===== src/rtl/alu_input_conditioner_if.sv =====
// Purpose: bundles raw board inputs and the conditioned ALU_top inputs.
// Ports  : SWITCHES_RAW/BUTTONS_RAW (board -> conditioner),
//          BUTTONS/SWITCHES/BTN_LEVEL (conditioner -> ALU_top / LEDs).
// master = board side driving raw inputs; slave = conditioner.
interface alu_input_conditioner_if #(
  parameter int N_BUTTONS = 3,
  parameter int SIZEDATA  = 8
);
  logic [SIZEDATA-1:0]  SWITCHES_RAW;
  logic [N_BUTTONS-1:0] BUTTONS_RAW;
  logic [N_BUTTONS-1:0] BUTTONS;
  logic [SIZEDATA-1:0]  SWITCHES;
  logic [N_BUTTONS-1:0] BTN_LEVEL;

  modport master (
    output SWITCHES_RAW, BUTTONS_RAW,
    input  BUTTONS, SWITCHES, BTN_LEVEL
  );

  modport slave (
    input  SWITCHES_RAW, BUTTONS_RAW,
    output BUTTONS, SWITCHES, BTN_LEVEL
  );
endinterface


===== src/rtl/alu_input_conditioner.sv =====
// Purpose : 2-flop sync, per-button debounce, one-hot press strobe + switch snapshot for ALU_top.
// Latency : raw edge stable before edge 1 -> BTN_LEVEL and BUTTONS strobe after edge DEBOUNCE_CYCLES+2.
// Backpr. : none; each BUTTONS strobe lasts one cycle and must be consumed when high.
// Ports   : CLK, RST_N (async active-low); bus.slave carries SWITCHES_RAW/BUTTONS_RAW in,
//           BUTTONS (strobe), SWITCHES (snapshot), BTN_LEVEL (debounced levels) out.
module alu_input_conditioner #(
  parameter int N_BUTTONS       = 3,
  parameter int SIZEDATA        = 8,
  parameter int DEBOUNCE_CYCLES = 4,
  parameter int CNT_WIDTH       = 20
) (
  input  logic                    CLK,
  input  logic                    RST_N,
  alu_input_conditioner_if.slave  bus
);

  localparam logic [CNT_WIDTH-1:0] CNT_LAST = CNT_WIDTH'(DEBOUNCE_CYCLES - 1);
  localparam logic [CNT_WIDTH-1:0] CNT_ONE  = CNT_WIDTH'(1);

  logic [N_BUTTONS-1:0] r_btn_meta;
  logic [N_BUTTONS-1:0] r_btn_sync;
  logic [SIZEDATA-1:0]  r_sw_meta;
  logic [SIZEDATA-1:0]  r_sw_sync;
  logic [CNT_WIDTH-1:0] r_cnt [N_BUTTONS];
  logic [N_BUTTONS-1:0] r_level;
  logic [N_BUTTONS-1:0] r_strobe;
  logic [SIZEDATA-1:0]  r_sw_snap;

  logic [N_BUTTONS-1:0] w_accept;
  logic [N_BUTTONS-1:0] w_rise;
  logic [N_BUTTONS-1:0] w_strobe_nxt;
  logic [CNT_WIDTH-1:0] w_cnt_nxt [N_BUTTONS];

  // Debounce: count consecutive cycles where the synced input disagrees with
  // the stable level; any agreeing cycle restarts the count.
  always_comb begin
    w_accept = '0;
    for (int i = 0; i < N_BUTTONS; i++) begin
      w_cnt_nxt[i] = '0;
      if (r_btn_sync[i] != r_level[i]) begin
        if (r_cnt[i] == CNT_LAST) begin
          w_accept[i] = 1'b1;
        end else begin
          w_cnt_nxt[i] = r_cnt[i] + CNT_ONE;
        end
      end
    end
  end

  // An accepted change towards 1 is a press; releases never strobe.
  assign w_rise = w_accept & r_btn_sync;

  // Lowest index wins: scan downwards so the last hit overwrites.
  always_comb begin
    w_strobe_nxt = '0;
    for (int i = N_BUTTONS - 1; i >= 0; i--) begin
      if (w_rise[i]) begin
        w_strobe_nxt    = '0;
        w_strobe_nxt[i] = 1'b1;
      end
    end
  end

  always_ff @(posedge CLK or negedge RST_N) begin
    if (!RST_N) begin
      r_btn_meta <= '0;
      r_btn_sync <= '0;
      r_sw_meta  <= '0;
      r_sw_sync  <= '0;
      for (int i = 0; i < N_BUTTONS; i++) begin
        r_cnt[i] <= '0;
      end
      r_level    <= '0;
      r_strobe   <= '0;
      r_sw_snap  <= '0;
    end else begin
      r_btn_meta <= bus.BUTTONS_RAW;
      r_btn_sync <= r_btn_meta;
      r_sw_meta  <= bus.SWITCHES_RAW;
      r_sw_sync  <= r_sw_meta;
      for (int i = 0; i < N_BUTTONS; i++) begin
        r_cnt[i] <= w_cnt_nxt[i];
      end
      r_level    <= r_level ^ w_accept;
      r_strobe   <= w_strobe_nxt;
      // Snapshot only with a strobe so switch moves between presses stay invisible.
      if (|w_rise) begin
        r_sw_snap <= r_sw_sync;
      end
    end
  end

  assign bus.BUTTONS   = r_strobe;
  assign bus.SWITCHES  = r_sw_snap;
  assign bus.BTN_LEVEL = r_level;

endmodule


===== src/flat_wrapper.sv =====
// flat-port wrapper written by rule: the top's interface ports become plain ports
module alu_input_conditioner_flat 
#(
  parameter int N_BUTTONS       = 3,
  parameter int SIZEDATA        = 8,
  parameter int DEBOUNCE_CYCLES = 4,
  parameter int CNT_WIDTH       = 20
)
  (CLK, RST_N, bus_SWITCHES_RAW, bus_BUTTONS_RAW, bus_BUTTONS, bus_SWITCHES, bus_BTN_LEVEL);
  alu_input_conditioner_if #(.N_BUTTONS(N_BUTTONS), .SIZEDATA(SIZEDATA)) bus_i ();
  input  logic CLK;
  input  logic RST_N;
  input wire logic [$bits(bus_i.SWITCHES_RAW)-1:0] bus_SWITCHES_RAW;
  input wire logic [$bits(bus_i.BUTTONS_RAW)-1:0] bus_BUTTONS_RAW;
  output wire logic [$bits(bus_i.BUTTONS)-1:0] bus_BUTTONS;
  output wire logic [$bits(bus_i.SWITCHES)-1:0] bus_SWITCHES;
  output wire logic [$bits(bus_i.BTN_LEVEL)-1:0] bus_BTN_LEVEL;
  assign bus_i.SWITCHES_RAW = bus_SWITCHES_RAW;
  assign bus_i.BUTTONS_RAW = bus_BUTTONS_RAW;
  assign bus_BUTTONS = bus_i.BUTTONS;
  assign bus_SWITCHES = bus_i.SWITCHES;
  assign bus_BTN_LEVEL = bus_i.BTN_LEVEL;
  alu_input_conditioner #(.N_BUTTONS(N_BUTTONS), .SIZEDATA(SIZEDATA), .DEBOUNCE_CYCLES(DEBOUNCE_CYCLES), .CNT_WIDTH(CNT_WIDTH)) u_core (.CLK(CLK), .RST_N(RST_N), .bus(bus_i));
endmodule

===== config.mk =====
export PLATFORM = sky130hd
export DESIGN_NAME = alu_input_conditioner_flat
export DESIGN_NICKNAME = d
export VERILOG_FILES = /design/src/rtl/alu_input_conditioner_if.sv /design/src/rtl/alu_input_conditioner.sv /design/src/flat_wrapper.sv
export SDC_FILE = /design/constraint.sdc
export NUM_CORES = 1
export LEC_CHECK = 0
export CAP_MARGIN = 5
export CORE_ASPECT_RATIO = 1.2
export CORE_MARGIN = 2
export CORE_UTILIZATION = 50
export DETAILED_ROUTE_END_ITERATION = 7
export PLACE_DENSITY = 0.72
export SYNTH_ARGS = -nofsm -noshare
export SYNTH_HDL_FRONTEND = slang
export SYNTH_SLANG_ARGS = --single-unit

===== constraint.sdc =====
create_clock -name CLK -period 1.9 [get_ports CLK]
set_input_delay 0.38 -clock CLK [delete_from_list [all_inputs] [get_ports CLK]]
set_output_delay 0.38 -clock CLK [all_outputs]
set_load 0.02 [all_outputs]

==> results.yml, run 1 <==
status:
  outcome: "finished with violations"
  violations: "setup timing"
clock_network:
  clockBufferDepth: 2
  insertion_delay_ns: 0.38
  holdBufCountCts: 0
  cts_tree: "done"
  h-tree-depth: 3
  clock-root-buffer: "clkbuf_8"
  cts.sinks: 96
  cts.clk_slew.worst_paths_ns: 0.10
  cts-buffers-inserted: 9
global_route:
  grt_max_degree: 97
  grt_pass1_wl_um: 12400
  grt_pass1_vias: 2810
  antenna_found_initial: 0
  track_usage_pct: 18.1
  grt-ovfl-total: 0
die:
  rows: 36
  pin_count: 27
  start_util_pct: 50.9
  core_area_um2: 8060
  die_y_um: 103
  die_area_um2: 8950
  die_x_um: 86.7
timing:
  rsz0062_at_grt: "true"
  max_freq_mhz: 502
  fin_crit_sh_pct: 105
  worst-slew-pin-transition_ns: 0.507
  hold_ws_ns: 0.0152
  slew_headroom_pct: 66.2
  period_needed_ns: 1.99
  hold_viol: 0
  setup_tns_ns: -0.667
  finalSetupViolations: 8
  fin_ws_ns: -0.0936
  finClkSkew_ns: 0.0107
  final_max_slew_viol_count: 0
routing:
  wl_per_cell_um: 14.0
  drtPass1Iterations: 4
  num_vias: 2811
  wl_um: 7570
  ant_nets: 0
  post_drt_via_cell_ratio: 5.19
  drt_drc_violations_left: 0
  dr.first_iter.drc_count: 115
synth:
  synth_flop_cell: "dfrtp_1"
  ys_async_sr_fraction_pct: 100
  synth_largest_area_cell: "dfrtp_1"
  synth_top_area_share_pct: 58.6
  yosys_warnings: 0
  synth-seq-cells: 96
  ys_types: 30
  synth_edf_count: 0
  netlist_area_um2: 4100
  syn_nets: 382
  syn_avg_cell_area_um2: 11.2
  synthTopCellsByArea: "dfrtp_1, nor2_1, xor2_1, xnor2_1, mux2_4"
  synthCells: 366
  ys_seq_area_share_pct: 58.6
pwr:
  p_seq_share_pct: 46.1
  switching_share_pct: 31.3
  powerDensity_nw_per_um2: 1010
  clkPwrFrac_pct: 25.7
  max-vdd-ir-drop_v: 0.000645
  power.internal_mw: 3.56
  power_frac_comb_pct: 28.1
  p_leak_nw: 2.33
  p_switching_mw: 1.62
worst_setup_path:
  reg2reg_to: "u_core.bus.SWITCHES[4]"
  reg2reg_depth: 6
  startpoint: "u_core.r_cnt[49]"
  crit_end: "u_core.bus.SWITCHES[4]"
  cp_max_fo: 8
  required_ns: 2.17
  cp.arrival_ns: 2.26
  worst-r2r-setup-slack_ns: -0.09
  endpoint_kind: "flip-flop"
  r2r_start: "u_core.r_cnt[49]"
  cp-start-kind: "flip-flop"
  path_class: "flip-flop to flip-flop"
placed_design:
  pre_cts_ws_ns: -0.114
  placedCellCount: 521
  gp_congestion: 0.847
  io_buffers: 26
  dp_hpwl_um: 5070
finish:
  layout_common_cells: "dfrtp_1, nor2_1, buf_4, xor2_1, clkdlybuf4s50_1"
  drive_gt1_share_pct: 20.8
  n_antenna_cell: 0
  nNetsFinal: 458
  n_fill_cell: 625
  fin_cells: 542
  final_common_cell: "dfrtp_1"
  area_delta_synth_final_pct: 25.3
job:
  maxCapViolCount: 0
min_path:
  hold_path.class: "primary input to asynchronous set/reset pin"
## metal layers
metal	global-route usage, %	vias to the layer above	routed length (µm)
met5	0	-	0
met4	9.74	0	161
met3	3.49	11	233
met2	30.2	34	3840
met1	22.3	1386	3340
li1	-	1380	-
## worst min path at each step
stage	startpoint	end	slack (ns)	cells past startpoint
after floorplan	RST_N	asynchronous set/reset pin	0.08	0
after global placement	u_core.r_sw_meta[2]	u_core.r_sw_sync[2]	0.33	0
after detailed placement	u_core.r_btn_meta[2]	u_core.r_btn_sync[2]	0.34	0
after CTS	RST_N	u_core.r_cnt[50]	0.06	2
after global routing	RST_N	u_core.r_cnt[50]	0.08	2
final	RST_N	u_core.r_cnt[50]	0.02	2
## cell usage after synthesis, types with 2 or more instances
library cell and number:
inv_1 7, buf_2 4, and2_1 4, o21bai_1 3, xnor2_1 22, xor2_1 32, clkbuf_1 4, mux2_2 3
nand4_1 15, nand2_1 20, and3_1 8, dfrtp_1 96, nor3_1 9, nor4_2 2, nor4_1 6, nor4b_1 2
and4_1 4, mux2_4 8, nor4_4 2, nor2b_1 6, ha_1 3, nor2_1 78, nand3_1 21
## logic make-up (layout without fill, tap and decap cells)
kind of cell / count (synthesis) / in the layout / synth area share [%]
muxes: 11 / 11 / 3.75
AOI/OAI and AO/OA: 4 / 4 / 0.793
DFF: 96 / 96 / 58.6
and+or+nand+nor: 182 / 182 / 22.7
buffers and inverters: 16 / 97 / 1.77
xor gates and xnor gates: 54 / 54 / 11.5
adders and majority gates: 3 / 3 / 0.915
## critical path, stage by stage, from the launching register on
cell and delay (ns):
dfrtp_1 0.40, nor4_2 0.35, nand2_2 0.12, nor4_4 0.25, a222oi_1 0.16, bufbuf_16 0.30, mux2_4 0.30
## through the flow
step,power (mW),util [%],area (µm²)
2_1_floorplan,3.13,-,4110
3_3_place_gp,3.76,59.6,4810
3_5_place_dp,3.79,59.6,4810
4_1_cts,5.14,62.3,5030
5_1_grt,5.47,63.7,5140
6_report,5.18,63.7,5140
## cell type report
cell class                 instances  area [µm²]  share of cell area [%]
multi-input combinational        254        1690                    33.0
sequential                        96        2400                    46.7
clock buffer                       9         124                    2.41
tap                               95         119                    2.31
clock inverter                     7        81.3                    1.58
inverter                           7        26.3                   0.511
timing repair buffer              74         693                    13.5
## power by group through the flow
stage	Clock (mW)	Sequential, mW	Combinational [mW]
6_report	1.33	2.39	1.46
4_1_cts	1.37	2.39	1.38
3_5_place_dp	0	2.43	1.36
2_1_floorplan	0	2.58	0.552
5_1_grt	1.46	2.42	1.59
3_3_place_gp	0	2.42	1.34
## state kept, by name, indices dropped and copies added, names as in the netlist, named ones only
signal               count
u_core.r_sw_sync         8
u_core.r_sw_meta         8
u_core.bus.SWITCHES      8
u_core.r_cnt            60
u_core.r_btn_sync        3
u_core.bus.BUTTONS       3
u_core.r_btn_meta        3
## timing repair
item / 4_1_cts / 5_1_grt
gates resized for setup: 1 / 12
cloned: 0 / 2
setup endpoints to repair: 8 / 53
pin swaps: 1 / 5
buffers inserted: 0 / 3
Power figures use the tool's default switching activity.
==> run 2: changes to the inputs <==
--- a/config.mk
+++ b/config.mk
@@ -7,7 +7,7 @@
 export LEC_CHECK = 0
 export CAP_MARGIN = 5
 export CORE_ASPECT_RATIO = 1.2
-export CORE_MARGIN = 2
+export CORE_MARGIN = 5
 export CORE_UTILIZATION = 50
 export DETAILED_ROUTE_END_ITERATION = 7
 export PLACE_DENSITY = 0.72
==> run 2 against run 1 <==
The flow still finishes with violations (setup timing). Register-to-register slack improved by 0.08 ns. Die area rose by 13%. Clock skew rose by 0.0019 ns. Power rose by 2.1%. Global-route usage fell by 1.8 points. Worst hold slack improved by 0.34 ns. Sequential cell count did not move. First-iteration DRC count rose by 0.87%. Design area rose by 0.17%. Non-clock buffer count fell by 1. Core utilization rose by 0.11 points. Worst setup slack improved by 0.082 ns. Largest power group unchanged.
==> results.yml, run 2 (synthesis results as in run 1) <==
routing:
  dr.first_iter.drc_count: 116
  drt_drc_violations_left: 0
  wl_per_cell_um: 14.5
  wl_um: 7860
  post_drt_via_cell_ratio: 5.26
  wl_met1_um: 3520
  ant_nets: 0
  route.met2.wl_um: 3950
  highest_layer: "met4"
  wl_met3_um: 274
  drtPass1Iterations: 4
  num_vias: 2846
timing:
  fin_ws_ns: -0.0114
  hold_ws_ns: 0.354
  rsz0062_at_grt: "true"
  period_needed_ns: 1.91
  slew_headroom_pct: 64.9
  finalSetupViolations: 8
  worst-slew-pin-transition_ns: 0.523
  max_freq_mhz: 523
  hold_viol: 0
  fin_crit_sh_pct: 101
  finClkSkew_ns: 0.0126
  final_max_slew_viol_count: 0
finish:
  multi_input_area_um2: 1710
  nNetsFinal: 457
  n_fill_cell: 608
  fin_area_um2: 5150
  fin_cells: 541
  largest_reg_flops: 60
  layout_common_cells: "dfrtp_1, nor2_1, buf_4, xor2_1, clkdlybuf4s50_1"
  area_delta_synth_final_pct: 25.5
  regArea_um2: 2400
  final_common_cell: "dfrtp_1"
  n_antenna_cell: 0
  drive_gt1_share_pct: 20.4
  top_register: "u_core.r_cnt"
worst_setup_path:
  required_ns: 2.16
  cp_max_fo: 8
  path_class: "flip-flop to flip-flop"
  cp.arrival_ns: 2.17
  cp-start-kind: "flip-flop"
  endpoint_kind: "flip-flop"
global_route:
  grt_max_degree: 47
  track_usage_pct: 16.3
  grt-ovfl-total: 0
  antenna_found_initial: 0
  grt_pass1_vias: 2760
  grt_pass1_wl_um: 12900
job:
  maxCapViolCount: 0
die:
  core_area_um2: 8060
  die_area_um2: 10100
  pin_count: 27
  die_y_um: 109
  die_x_um: 92.7
  start_util_pct: 50.9
  rows: 36
clock_network:
  clock-root-buffer: "clkbuf_8"
  cts.clk_slew.worst_paths_ns: 0.10
  clockBufferDepth: 2
  cts_tree: "done"
  cts-buffers-inserted: 9
  insertion_delay_ns: 0.37
  h-tree-depth: 3
  cts.sinks: 96
placed_design:
  placedCellCount: 517
  place_area_um2: 4780
  gp_congestion: 0.865
  io_buffers: 26
  dp_hpwl_um: 5300
pwr:
  switching_share_pct: 30.3
  p_leak_nw: 2.31
  power_frac_comb_pct: 28.3
  max-vdd-ir-drop_v: 0.000442
  powerDensity_nw_per_um2: 1030
  clkPwrFrac_pct: 26.3
  p_switching_mw: 1.60
  power.internal_mw: 3.69
  p_seq_share_pct: 45.5
min_path:
  hold_path.class: "flip-flop to flip-flop"
status:
  violations: "setup timing"
  outcome: "finished with violations"
## run 2: what timing repair did
item | CTS | global route
hold buffers | 1 | 0
setup endpoints to repair | 8 | 64
gates resized for setup | 0 | 15
hold endpoints to repair | 30 | 0
pin swaps | 0 | 6
setup buffers | 1 | 2
cloned | 0 | 4
## run 2: final timing paths
path	from	endpoint	slack, ns	depth (start not counted)
worst min register to register	u_core.r_sw_meta[6]	u_core.r_sw_sync[6]	0.35	0
max in group asynchronous	RST_N	u_core.r_sw_sync[2]	0.81	3
worst max register to register	u_core.r_cnt[41]	u_core.bus.SWITCHES[1]	-0.01	7
min in group asynchronous	RST_N	u_core.r_cnt[46]	0.48	2
worst min-delay path	u_core.r_sw_meta[6]	u_core.r_sw_sync[6]	0.35	0
worst max-delay path	u_core.r_cnt[41]	u_core.bus.SWITCHES[1]	-0.01	7
## run 2: layer usage
metal	vias up	global-route usage, %
li1	1375	-
met1	1410	21.2
met2	51	26.2
met3	10	4.35
met4	0	6.07
met5	-	0
## run 2: final cells by class
class                   instances  area share [%]
clock buffers                  10            2.48
clock inverters                 6            1.48
inverters                       7           0.510
multi-input cells             254            33.2
flip-flops and latches         96            46.7
well taps                      95            2.31
repair buffers                 73            13.4
## run 2: power groups by stage
stage          clock, mW  combinational (mW)  sequential, mW
3_3_place_gp           0                1.32            2.43
5_1_grt             1.50                1.62            2.44
4_1_cts             1.41                1.36            2.40
3_5_place_dp           0                1.35            2.44
2_1_floorplan          0               0.552            2.58
6_report            1.39                1.50            2.41
## run 2: metrics by stage
step | worst slack [ns] | total power, mW | setup TNS (ns) | util (%)
after global routing | -0.0770 | 5.56 | -0.708 | 63.9
after detailed placement | -0.0459 | 3.80 | -0.310 | 59.3
after floorplan | 0.0290 | 3.13 | 0 | -
final | -0.0114 | 5.29 | -0.0687 | 63.9
after CTS | -0.0607 | 5.18 | -0.427 | 62.0
after global placement | 0.0151 | 3.75 | 0 | 59.3
## run 2: critical path: stages, from the launching register on
cell	delay, ns
dfrtp_1	0.40
ha_2	0.19
nor4b_4	0.13
nand2_2	0.09
nor4_4	0.05
a222oi_1	0.36
buf_4	0.27
mux2_4	0.31
==> run 3: changes to the inputs <==
--- a/config.mk
+++ b/config.mk
@@ -10,7 +10,7 @@
 export CORE_MARGIN = 5
 export CORE_UTILIZATION = 50
 export DETAILED_ROUTE_END_ITERATION = 7
-export PLACE_DENSITY = 0.72
+export PLACE_DENSITY = 0.75
 export SYNTH_ARGS = -nofsm -noshare
 export SYNTH_HDL_FRONTEND = slang
 export SYNTH_SLANG_ARGS = --single-unit
==> run 3 against run 2 <==
Wire length up 0.88%. Count of clock-buffer cells in the layout is 1 lower. The run still ends with setup timing left. Sequential share of layout area decreased by 0.057 points. Highest routed layer unchanged. Worst setup slack worse by 0.035 ns. Core utilization up 0.077 points. Register-to-register slack lost 0.04 ns. Global-route usage is 0.91 points higher.
==> results.yml, run 3 (synthesis results as in run 1) <==
status:
  outcome: "finished with violations"
  violations: "setup timing"
clock_network:
  clockBufferDepth: 2
  insertion_delay_ns: 0.37
  h-tree-depth: 3
  cts.clk_slew.worst_paths_ns: 0.11
  cts_tree: "done"
  cts.sinks: 96
  clock-root-buffer: "clkbuf_8"
  cts-buffers-inserted: 9
timing:
  hold_viol: 0
  setup_tns_ns: -0.300
  max_freq_mhz: 514
  worst-slew-pin-transition_ns: 0.471
  finalSetupViolations: 8
  fin_ws_ns: -0.0464
  rsz0062_at_grt: "true"
  hold_ws_ns: 0.357
  period_needed_ns: 1.95
  slew_headroom_pct: 68.5
  fin_crit_sh_pct: 102
  final_max_slew_viol_count: 0
  finClkSkew_ns: 0.0178
routing:
  wl_um: 7920
  post_drt_via_cell_ratio: 5.27
  wl_per_cell_um: 14.6
  dr.first_iter.drc_count: 120
  num_vias: 2859
  drt_drc_violations_left: 0
  drtPass1Iterations: 4
  ant_nets: 0
global_route:
  grt_pass1_wl_um: 13600
  track_usage_pct: 17.2
  grt-ovfl-total: 0
  antenna_found_initial: 0
  grt_pass1_vias: 2957
  grt_max_degree: 35
die:
  start_util_pct: 50.9
  rows: 36
  pin_count: 27
  die_x_um: 92.7
  core_area_um2: 8060
  die_y_um: 109
  die_area_um2: 10100
finish:
  drive_gt1_share_pct: 21.0
  nNetsFinal: 458
  top_register: "u_core.r_cnt"
  n_antenna_cell: 0
  layout_common_cells: "dfrtp_1, nor2_1, buf_4, xor2_1, clkdlybuf4s50_1"
  area_delta_synth_final_pct: 25.6
  final_common_cell: "dfrtp_1"
  largest_reg_flops: 60
  final_util_pct: 63.9
worst_setup_path:
  cpMaxStageDelayCell: "dfrtp_1"
  cp-start-kind: "flip-flop"
  reg2reg_depth: 7
  worst-r2r-setup-slack_ns: -0.05
  required_ns: 2.16
  cp.arrival_ns: 2.20
  crit_end: "u_core.bus.SWITCHES[2]"
  slowest_delay_ns: 0.38
  path_class: "flip-flop to flip-flop"
  reg2reg_to: "u_core.bus.SWITCHES[2]"
  crit_chain: "ha_2, nor4b_4, nand2_2, nor4_4, a222oi_1, buf_4, mux2_4"
  cp_max_fo: 8
  endpoint_kind: "flip-flop"
  r2r_start: "u_core.r_cnt[40]"
  startpoint: "u_core.r_cnt[40]"
pwr:
  max-vdd-ir-drop_v: 0.000458
  powerDensity_nw_per_um2: 1010
  p_leak_nw: 2.33
placed_design:
  gp_congestion: 0.785
  dp_hpwl_um: 5400
  io_buffers: 26
min_path:
  hold_depth: 0
  hold_path.class: "flip-flop to flip-flop"
job:
  maxCapViolCount: 0
[run 3: what timing repair did]
| item | 4_1_cts | 5_1_grt |
|---|---|---|
| gates resized for setup | 8 | 7 |
| gates cloned | 0 | 3 |
| endpoints found under the hold margin | 28 | 0 |
| hold buffers | 1 | 0 |
| setup endpoints to repair | 25 | 49 |
| pin swaps | 5 | 1 |
| buffers inserted | 4 | 2 |
[run 3: layout make-up]
class,instances,area (µm²)
clock buffers,9,124
clock inverters,7,86.3
fillers,611,2910
inverters,7,26.3
multi-input cells,254,1700
flip-flops and latches,96,2400
well taps,95,119
repair buffers,74,699
[run 3: report_power, final]
part	internal [mW]	total (mW)	switching [mW]
logic	0.775	1.47	0.691
registers	2.25	2.40	0.149
clock network	0.529	1.34	0.806
[run 3: worst min path at each step]
stage / from / endpoint / slack, ns
after floorplan: RST_N / asynchronous set/reset pin / 0.08
after global placement: u_core.r_btn_meta[2] / u_core.r_btn_sync[2] / 0.33
after detailed placement: u_core.r_sw_meta[1] / u_core.r_sw_sync[1] / 0.33
after CTS: u_core.r_btn_meta[2] / u_core.r_btn_sync[2] / 0.36
after global routing: u_core.r_sw_meta[3] / u_core.r_sw_sync[3] / 0.37
final: u_core.r_btn_meta[2] / u_core.r_btn_sync[2] / 0.36
[run 3: critical path, delay by kind of cell (launching register included)]
kind | cells | cell delay (ns)
buffers and inverters | 1 | 0.21
AO/OA/AOI/OAI | 1 | 0.15
flip-flops | 1 | 0.38
adder cells (fa/ha/maj) | 1 | 0.20
multiplexers | 1 | 0.31
AND/OR/NAND/NOR | 3 | 0.58
[run 3: layer usage]
metal,routed length (µm),vias to the layer above,GRT usage (%)
met5,0,-,0
met4,179,0,9.01
met3,166,15,2.55
met2,3920,49,27.6
met1,3660,1411,22.8
li1,-,1384,-
[run 3: per-stage QoR]
stage                     power [mW]  setup WS, ns  instances  area (µm²)
after floorplan                 3.13        0.0290        366        4110
final                           5.20       -0.0464        542        5150
after detailed placement        3.79        -0.108        516        4780
after CTS                       5.17       -0.0275        537        5080
after global routing            5.49        -0.108        542        5150
after global placement          3.73       -0.0256        516        4780
